[src/rtl/mmio_controller_pkg.sv]
// mmio_controller_pkg: I/O address map, field widths, debouncer states and hex glyph decode
package mmio_controller_pkg;
  localparam logic [31:0] ADDR_HEX  = 32'hF0000000;
  localparam logic [31:0] ADDR_LEDR = 32'hF0000004;
  localparam logic [31:0] ADDR_LEDG = 32'hF0000008;
  localparam logic [31:0] ADDR_KEY  = 32'hF0000010;
  localparam logic [31:0] ADDR_SW   = 32'hF0000014;
  localparam int HEX_W  = 16;
  localparam int LEDR_W = 10;
  localparam int LEDG_W = 8;
  localparam int KEY_W  = 4;
  localparam int SW_W   = 10;
  typedef enum logic {DB_STABLE, DB_COUNTING} db_state_t;
  function automatic logic [6:0] hex7(input logic [3:0] n);
    case (n)
      4'h0: return 7'b1000000;
      4'h1: return 7'b1111001;
      4'h2: return 7'b0100100;
      4'h3: return 7'b0110000;
      4'h4: return 7'b0011001;
      4'h5: return 7'b0010010;
      4'h6: return 7'b0000010;
      4'h7: return 7'b1111000;
      4'h8: return 7'b0000000;
      4'h9: return 7'b0010000;
      4'hA: return 7'b0001000;
      4'hB: return 7'b0000011;
      4'hC: return 7'b1000110;
      4'hD: return 7'b0100001;
      4'hE: return 7'b0000110;
      default: return 7'b0001110;
    endcase
  endfunction
endpackage

[src/rtl/mmio_controller_debouncer.sv]
// mmio_controller_debouncer: 2-flop synchronizer plus counting debouncer for one input bit
module mmio_controller_debouncer
  import mmio_controller_pkg::*;
#(
  parameter int DEBOUNCE_BITS = 20,
  parameter logic [DEBOUNCE_BITS-1:0] DEBOUNCE_CYCLES = DEBOUNCE_BITS'(500000),
  parameter logic INV = 1'b0
) (
  input  logic clk,
  input  logic reset,
  input  logic raw,
  output logic stable
);
  logic s1, s2, synced, stable_n;
  logic [DEBOUNCE_BITS-1:0] cnt, cnt_n;
  db_state_t st, st_n;
  assign synced = s2 ^ INV;
  // synchronizer flops idle at the released level of the raw input
  always_ff @(posedge clk or posedge reset)
    if (reset) {s1, s2} <= {INV, INV};
    else {s1, s2} <= {raw, s1};
  // debouncer state, counter and accepted value
  always_ff @(posedge clk or posedge reset)
    if (reset) begin
      st <= DB_STABLE;
      cnt <= '0;
      stable <= 1'b0;
    end else begin
      st <= st_n;
      cnt <= cnt_n;
      stable <= stable_n;
    end
  // count while synced differs; flip on the last count, clear on any agreeing cycle
  always_comb begin
    st_n = DB_STABLE;
    cnt_n = '0;
    stable_n = stable;
    if (synced != stable) begin
      if ((st == DB_COUNTING ? cnt : '0) >= DEBOUNCE_CYCLES - 1'b1) stable_n = ~stable;
      else begin
        st_n = DB_COUNTING;
        cnt_n = cnt + 1'b1;
      end
    end
  end
endmodule

[src/rtl/mmio_controller.sv]
// mmio_controller: decodes data-side accesses between data memory and board I/O registers
module mmio_controller
  import mmio_controller_pkg::*;
#(
  parameter int DBITS = 32,
  parameter int DEBOUNCE_BITS = 20,
  parameter logic [DEBOUNCE_BITS-1:0] DEBOUNCE_CYCLES = DEBOUNCE_BITS'(500000)
) (
  input  logic             clk,
  input  logic             reset,
  input  logic [DBITS-1:0] memAddr,
  input  logic             memRdEn,
  input  logic             memWrtEn,
  input  logic [DBITS-1:0] memWrtData,
  output logic [DBITS-1:0] memRdData,
  input  logic [DBITS-1:0] dmemRdData,
  output logic             dmemWrtEn,
  input  logic [SW_W-1:0]  sw,
  input  logic [KEY_W-1:0] key,
  output logic [6:0]       hex0,
  output logic [6:0]       hex1,
  output logic [6:0]       hex2,
  output logic [6:0]       hex3,
  output logic [LEDR_W-1:0] ledr,
  output logic [LEDG_W-1:0] ledg
);
  logic [HEX_W-1:0] hex_r;
  logic [KEY_W-1:0] key_db;
  logic [SW_W-1:0] sw_db;
  logic hit_hex, hit_ledr, hit_ledg, hit_key, hit_sw, io_hit;
  logic unused_wdata;
  assign unused_wdata = ^memWrtData[DBITS-1:HEX_W];
  assign hit_hex  = memAddr == DBITS'(ADDR_HEX);
  assign hit_ledr = memAddr == DBITS'(ADDR_LEDR);
  assign hit_ledg = memAddr == DBITS'(ADDR_LEDG);
  assign hit_key  = memAddr == DBITS'(ADDR_KEY);
  assign hit_sw   = memAddr == DBITS'(ADDR_SW);
  assign io_hit = hit_hex | hit_ledr | hit_ledg | hit_key | hit_sw;
  assign dmemWrtEn = memWrtEn & ~io_hit;
  // zero-latency read mux; register reads see the pre-edge value
  always_comb
    memRdData = !memRdEn ? '0 :
                hit_hex  ? DBITS'(hex_r) :
                hit_ledr ? DBITS'(ledr) :
                hit_ledg ? DBITS'(ledg) :
                hit_key  ? DBITS'(key_db) :
                hit_sw   ? DBITS'(sw_db) : dmemRdData;
  // output device registers written by stores
  always_ff @(posedge clk or posedge reset)
    if (reset) begin
      hex_r <= '0;
      ledr <= '0;
      ledg <= '0;
    end else if (memWrtEn) begin
      if (hit_hex) hex_r <= memWrtData[HEX_W-1:0];
      if (hit_ledr) ledr <= memWrtData[LEDR_W-1:0];
      if (hit_ledg) ledg <= memWrtData[LEDG_W-1:0];
    end
  assign hex0 = hex7(hex_r[3:0]);
  assign hex1 = hex7(hex_r[7:4]);
  assign hex2 = hex7(hex_r[11:8]);
  assign hex3 = hex7(hex_r[15:12]);
  for (genvar i = 0; i < KEY_W; i++) begin : g_key
    mmio_controller_debouncer #(.DEBOUNCE_BITS(DEBOUNCE_BITS), .DEBOUNCE_CYCLES(DEBOUNCE_CYCLES), .INV(1'b1))
      u_db (.clk(clk), .reset(reset), .raw(key[i]), .stable(key_db[i]));
  end
  for (genvar i = 0; i < SW_W; i++) begin : g_sw
    mmio_controller_debouncer #(.DEBOUNCE_BITS(DEBOUNCE_BITS), .DEBOUNCE_CYCLES(DEBOUNCE_CYCLES), .INV(1'b0))
      u_db (.clk(clk), .reset(reset), .raw(sw[i]), .stable(sw_db[i]));
  end
endmodule

[config.mk]
export PLATFORM = sky130hd
export DESIGN_NAME = mmio_controller
export DESIGN_NICKNAME = d
export VERILOG_FILES = /design/src/rtl/mmio_controller_pkg.sv /design/src/rtl/mmio_controller_debouncer.sv /design/src/rtl/mmio_controller.sv
export SDC_FILE = /design/constraint.sdc
export NUM_CORES = 1
export LEC_CHECK = 0
export CELL_PAD_IN_SITES_DETAIL_PLACEMENT = 1
export CELL_PAD_IN_SITES_GLOBAL_PLACEMENT = 1
export CORE_MARGIN = 4
export CORE_UTILIZATION = 50
export CTS_CLUSTER_DIAMETER = 120
export DETAILED_ROUTE_END_ITERATION = 8
export DONT_BUFFER_PORTS = 1
export GPL_TIMING_DRIVEN = 0
export PLACE_DENSITY = 0.81
export SYNTH_ARGS = -nofsm -noshare
export SYNTH_HDL_FRONTEND = slang
export SYNTH_SLANG_ARGS = --single-unit
export TNS_END_PERCENT = 100
[constraint.sdc]
create_clock -name clk -period 15.3 [get_ports clk]
set_input_delay 0.765 -clock clk [delete_from_list [all_inputs] [get_ports clk]]
set_output_delay 0.765 -clock clk [all_outputs]
set_load 0.02 [all_outputs]
==> results of run 1 <==
## sequential cells by signal, indices dropped and copies added (netlist names), 8 cells and up
| register | flops |
|---|---|
| g_key.u_db.cnt | 80 |
| g_sw.u_db.cnt | 200 |
| g_sw.u_db.s1 | 10 |
| g_sw.u_db.s2 | 10 |
| g_sw.u_db.st | 10 |
| g_sw.u_db.stable | 10 |
| hex_r | 16 |
| ledg | 8 |
| ledr | 10 |
## per-stage QoR
| stage | util [%] | cells |
|---|---|---|
| global route | 56.3 | 2449 |
| finish | 56.3 | 2450 |
| floorplan | - | 1900 |
| detailed placement | 52.4 | 2371 |
| global placement | 52.2 | 2368 |
| CTS | 56.2 | 2447 |
## power breakdown
group | internal, mW | switching (mW) | leakage (nW)
sequential | 1.01 | 0.0337 | 5.01
clock | 0.620 | 0.397 | 0.694
combinational | 0.0405 | 0.0783 | 3.36
## cells in the mapped netlist, types with 8 or more instances
master / count
mux2_1: 10
nor4_1: 27
xor2_1: 163
nor3_1: 44
a31oi_1: 11
nand2_1: 133
o21ai_0: 72
nor2_1: 351
inv_1: 71
a32oi_1: 11
and3_1: 47
mux2_2: 35
o41ai_1: 11
ha_1: 38
a21oi_1: 21
mux2i_1: 12
xnor2_1: 103
nand4_1: 59
or2_2: 9
dfstp_2: 8
clkbuf_1: 46
and2_1: 22
nand3_1: 114
a311oi_1: 10
dfrtp_1: 362
and4_1: 17
## metal layers
layer | up-vias | GRT usage, % | part of all wire [%]
met2 | 288 | 41.5 | 50
met4 | 2 | 7.77 | 3.2
met1 | 7187 | 29.1 | 42
met5 | - | 0 | 0.023
met3 | 96 | 4.65 | 4.7
li1 | 6615 | - | -
## worst max path at each step
stage	from	endpoint	slack, ps	depth (start not counted)
2_1_floorplan	reset	g_key[0].u_db.cnt[0]	4270	1
3_3_place_gp	reset	g_key[1].u_db.cnt[4]	350	1
3_5_place_dp	memAddr[20]	memRdData[3]	10900	7
4_1_cts	memAddr[20]	memRdData[3]	10920	7
5_1_grt	memAddr[9]	memRdData[3]	10730	7
6_report	memAddr[20]	memRdData[3]	10820	7
## cell type report
cell class,count,area [sq um],share of cell area (%)
diodes,3,7.51,0.0364
plain buffers,58,264,1.28
clock buffers,66,1270,6.18
clock inverters,10,129,0.626
inverters,71,274,1.33
multi-input cells,1401,8710,42.3
flip-flops and latches,370,9270,45.0
well taps,468,586,2.84
repair buffers,3,82.6,0.401
## critical path: stages
cell and delay, ps:
nor4_1 260, nand4_1 330, nor2_1 250, clkbuf_1 480, clkbuf_1 510, a31oi_1 150, a211oi_1 950
## logic make-up after synthesis
group           after synthesis  share of synthesized area, %
simple gates                862                          22.1
flops                       370                          50.1
xor+xnor                    266                          12.6
compound gates              178                          6.39
buf+inv                     129                          2.87
mux                          57                          3.39
fa+ha+maj                    38                          2.57
==> reports/results.txt, run 1 <==
most common cell after layout, fill and taps aside - dfrtp_1
TritonCTS Buffers - 41
WL final - 48,100 microns
CTS root buffer - clkbuf_16
Setup Viol. Count Final - 0
Fin. Hold Viols - 0
worst slack at placement - 10,900 ps
vias in the first global route - 15.3k
post-synth top area share - 48.9%
VDD IR-drop max - 82.4 uV
unrepaired setup endpoints after global routing - false
r2r setup slk - 12,880 ps
io pins - 193
gpl congestion - 0.854
Final min period - 4480 ps
design area - 20,600 sq um
Pins Over Slew Limit - 0
die area - 40,200 sq um
starting density of the core - 50.6%
most frequent cells in the layout - 362 x dfrtp_1, 351 x nor2_1, 163 x xor2_1, 133 x nand2_1, 114 x nand3_1
Arr. time, crit path - 3710 ps
RR Endpoint - g_sw[4].u_db.cnt[12]
DRC Markers - 0
number of synthesis warnings - 0
Critical Path RT - 14,530 ps
post-CTS setup buffer count - 0
drt first pass iters - 5
sequential fraction of the synthesis area - 50.1%
area leader, netlist - dfrtp_1
Mean Syn Cell Area - 9.74 sq um
fillers - 4,057
hold buffer count at CTS - 0
PortBufs - 0
die width - 200 microns
DR vias - 14.2k
MaxCap Viol Count - 0
initial antenna violation count - 3
outcome - complete, no violations
worst setup slack after layout - 10,820 ps
Routed Antenna Nets - 0
Post-Syn Instances - 1,900
worst slew pin tran - 1310 ps
DPL Wire Length - 34,000 microns
CTS resizes - 0
GR Overflow Total - 0
Synth Net Count - 2,052
Worst Hold Slack - 120 ps
P per Cell Area - 106 nW/um^2
Synth Flop Type - dfrtp_1
Synth Cell Area - 18,500 sq um
Core Rows - 70
worst setup path class - in -> out
area delta synth->final - 11.3%
Static Leak - 9.06 nW
critical path endpoint category - output port
largest cells by area after synthesis - dfrtp_1 49%, xor2_1 7.7%, nor2_1 7.1%
startpoint types - input pin
hold crit path type - in -> async
Worst Path Max Fanout - 10
core area - 36,600 sq um
R2R cell count - 6
GR Util All Layers - 23.5%
Max Clock Skew - 17.2 ps
die height - 200 microns
Post-synth EDFFs - 0
Final Total Pwr - 2.18 mW
htree depth - 2
Clock Latency Late Sink - 540 ps
share of cells above drive strength 1 - 7.58%
Slew HR - 12.2%
Yosys reg bits - 370
vias per cell - 5.79
CTS sink cnt - 370
first-pass GRT wire length - 79,200 microns
FF-to-FF Start - g_sw[4].u_db.cnt[0]
routed len/inst - 19.6 microns
FFs w/ async S/R, synth - 100%
CTS tree - yes
Clock Path Buffers - 3
count of distinct cell types in the synthesized netlist - 65
Placed Area - 19,200 sq um
Tcrit/Tclk final - 29.3%
largest net degree at the start of global routing - 126
Clock transition at path regs - 60 ps
DRT iter0 DRCs - 763
Highest Clock Rate - 223 MHz
layout net count - 2,098
Final TNS setup - 0 ps
(Power assumes the default switching activity.)
==> run 2: changes to the inputs <==
==> constraint.sdc (replaced) <==
create_clock -name clk -period 4.22 [get_ports clk]
set_input_delay 0.211 -clock clk [delete_from_list [all_inputs] [get_ports clk]]
set_output_delay 0.211 -clock clk [all_outputs]
set_load 0.02 [all_outputs]
==> run 2 against run 1 <==
Hold slack improved by 34 ps; global-route usage up 0.29 points; via count grew 0.54%; routed wire length is 0.66% higher; clock-buffer cell count decreased by 9; sequential power grew to 3.6 times the previous value; combinational power rose to 4.0 times the previous value; non-clock buffer count is 38 higher; final area grew 2.5%; clock skew is 2.5 ps higher; critical path type unchanged; critical endpoint unchanged; largest cell class unchanged.
==> reports/results.txt, run 2 (same netlist as run 1, synthesis figures left out) <==
outcome - complete, no violations
CTS root buffer - clkbuf_16
unrepaired setup endpoints after global routing - false
worst setup path class - in -> out
DR vias - 14.3k (+0.54%)
RR Endpoint - g_key[1].u_db.cnt[5]
io pins - 193 (unchanged)
most common cell after layout, fill and taps aside - dfrtp_1
Slew HR - 23.2% (+11 points)
die width - 200 microns (unchanged)
WL final - 48,500 microns (+0.66%)
initial antenna violation count - 4 (+1)
Critical Path RT - 4010 ps (-10,520 ps)
share of cells above drive strength 1 - 8.13% (+0.55 points)
starting density of the core - 50.6% (unchanged)
first-pass GRT wire length - 79,500 microns (+0.42%)
Placed Area - 19,300 sq um (+0.59%)
vias in the first global route - 15.2k (-0.098%)
FF-to-FF Start - g_key[1].u_db.cnt[0]
critical path, cell by cell - nor4_1 > nand4_1 > nor2_1 > clkbuf_1 > clkbuf_1 > a31oi_1 > a211oi_1
R2R cell count - 6 (unchanged)
gpl congestion - 0.839 (-1.7%)
core area - 36,600 sq um (unchanged)
P per Cell Area - 388 nW/um^2 (+270%)
crit path launch - memAddr[20]
drt first pass iters - 5 (unchanged)
Final min period - 3290 ps
CTS tree - yes
DP Cell Count - 2,378 (+0.30%)
r2r setup slk - 1870 ps (-11,010 ps)
Highest Clock Rate - 304 MHz
Worst Hold Slack - 154 ps (+34.0 ps)
routed len/inst - 19.5 microns (-0.87%)
Setup Viol. Count Final - 0 (unchanged)
htree depth - 2 (unchanged)
vias per cell - 5.73 (-1.0%)
non-filler cells, final - 2,488 (+1.6%)
critical path endpoint category - output port
startpoint types - input pin
WP buf/inv - 2 (unchanged)
Final TNS setup - 0 ps (unchanged)
worst slack at placement - 906 ps (-9990 ps)
worst slew pin tran - 1140 ps (-163 ps)
GR Util All Layers - 23.8% (+0.29 points)
Reg with most FFs - g_sw.u_db.cnt
TritonCTS Buffers - 42 (+2.4%)
Routed Antenna Nets - 0 (unchanged)
largest net degree at the start of global routing - 43 (-66%)
area delta synth->final - 14.1%
MaxCap Viol Count - 0 (unchanged)
CP most frequent cell - clkbuf_1
Fin. Hold Viols - 0 (unchanged)
CTS resizes - 0 (unchanged)
worst setup slack after layout - 931 ps (-9890 ps)
Crit path max-delay family - compound AO/OA/AOI/OAI gates
post-CTS setup buffer count - 0 (unchanged)
hold crit path type - in -> async
layout net count - 2,137 (+1.9%)
Clock transition at path regs - 60 ps (about the same)
final core occ - 57.7% (+1.4 points)
Final Total Pwr - 8.19 mW (+280%)
CTS sink cnt - 370 (unchanged)
design area - 21,100 sq um (+2.5%)
DPL Wire Length - 34,200 microns (+0.76%)
Core Rows - 70 (unchanged)
DRT iter0 DRCs - 706 (-7.5%)
Clock Latency Late Sink - 570 ps (+30 ps)
GR Overflow Total - 0 (unchanged)
Worst Path Max Fanout - 10 (unchanged)
max reg flops - 200 (unchanged)
CP max-delay cell - a211oi_1
Tcrit/Tclk final - 77.9%
Top Registers - g_sw.u_db.cnt: 200 flops, g_key.u_db.cnt: 80 flops, hex_r: 16 flops
PortBufs - 0 (unchanged)
Pins Over Slew Limit - 0 (unchanged)
die area - 40,200 sq um (unchanged)
DRC Markers - 0 (unchanged)
Clock Path Buffers - 3 (unchanged)
most frequent cells in the layout - 362 x dfrtp_1, 351 x nor2_1, 163 x xor2_1, 133 x nand2_1, 114 x nand3_1
fillers - 4,054 (-0.074%)
slowest stage delay, CP - 910 ps (-40 ps)
hold buffer count at CTS - 31 (+31)
Arr. time, crit path - 3080 ps (-630 ps)
Max Clock Skew - 19.7 ps (+2.46 ps)
VDD IR-drop max - 455 uV (+450%)
die height - 200 microns (unchanged)
Static Leak - 9.28 nW (+2.4%)
[run 2: cell types whose count changed in the layout (fill, tap and decap cells not counted)]
cell	delta
clkinvlp_4	+4
clkbuf_8	-2
buf_16	-3
buf_12	+10
clkbuf_1	-7
inv_8	-1
clkinv_2	+2
inv_6	-1
clkinv_8	+2
dlygate4sd3_1	+31
bufinv_16	+3
[run 2: cell type report]
type | count | area (sq um) | area share (%)
multi-input cells | 1401 | 8710 | 41.3
flip-flops and latches | 370 | 9270 | 43.9
plain buffers | 58 | 264 | 1.25
well taps | 468 | 586 | 2.77
inverters | 71 | 270 | 1.28
diodes | 3 | 7.51 | 0.0356
clock inverters | 19 | 275 | 1.30
repair buffers | 41 | 510 | 2.42
clock buffers | 57 | 1220 | 5.77
[run 2: power by group]
part	leakage [nW]	internal [mW]	switching (mW)
sequential	5.01	3.68	0.121
combinational	3.54	0.177	0.296
clock	0.731	2.40	1.52
total	9.28	6.25	1.94
[run 2: worst max-delay path by stage]
stage	cells past startpoint	end	slack (ps)
2_1_floorplan	1	g_key[0].u_db.cnt[0]	-950
3_3_place_gp	1	g_sw[6].u_db.cnt[4]	-2940
3_5_place_dp	7	memRdData[3]	910
4_1_cts	7	memRdData[3]	900
5_1_grt	7	memRdData[3]	750
6_report	7	memRdData[3]	930
[run 2: routing by layer]
layer	wire (microns)	vias to the layer above	track usage [%]
li1	-	6684	-
met1	20200	7239	29.2
met2	24400	249	41.6
met3	2530	90	5.74
met4	1340	2	7.82
met5	7	-	0
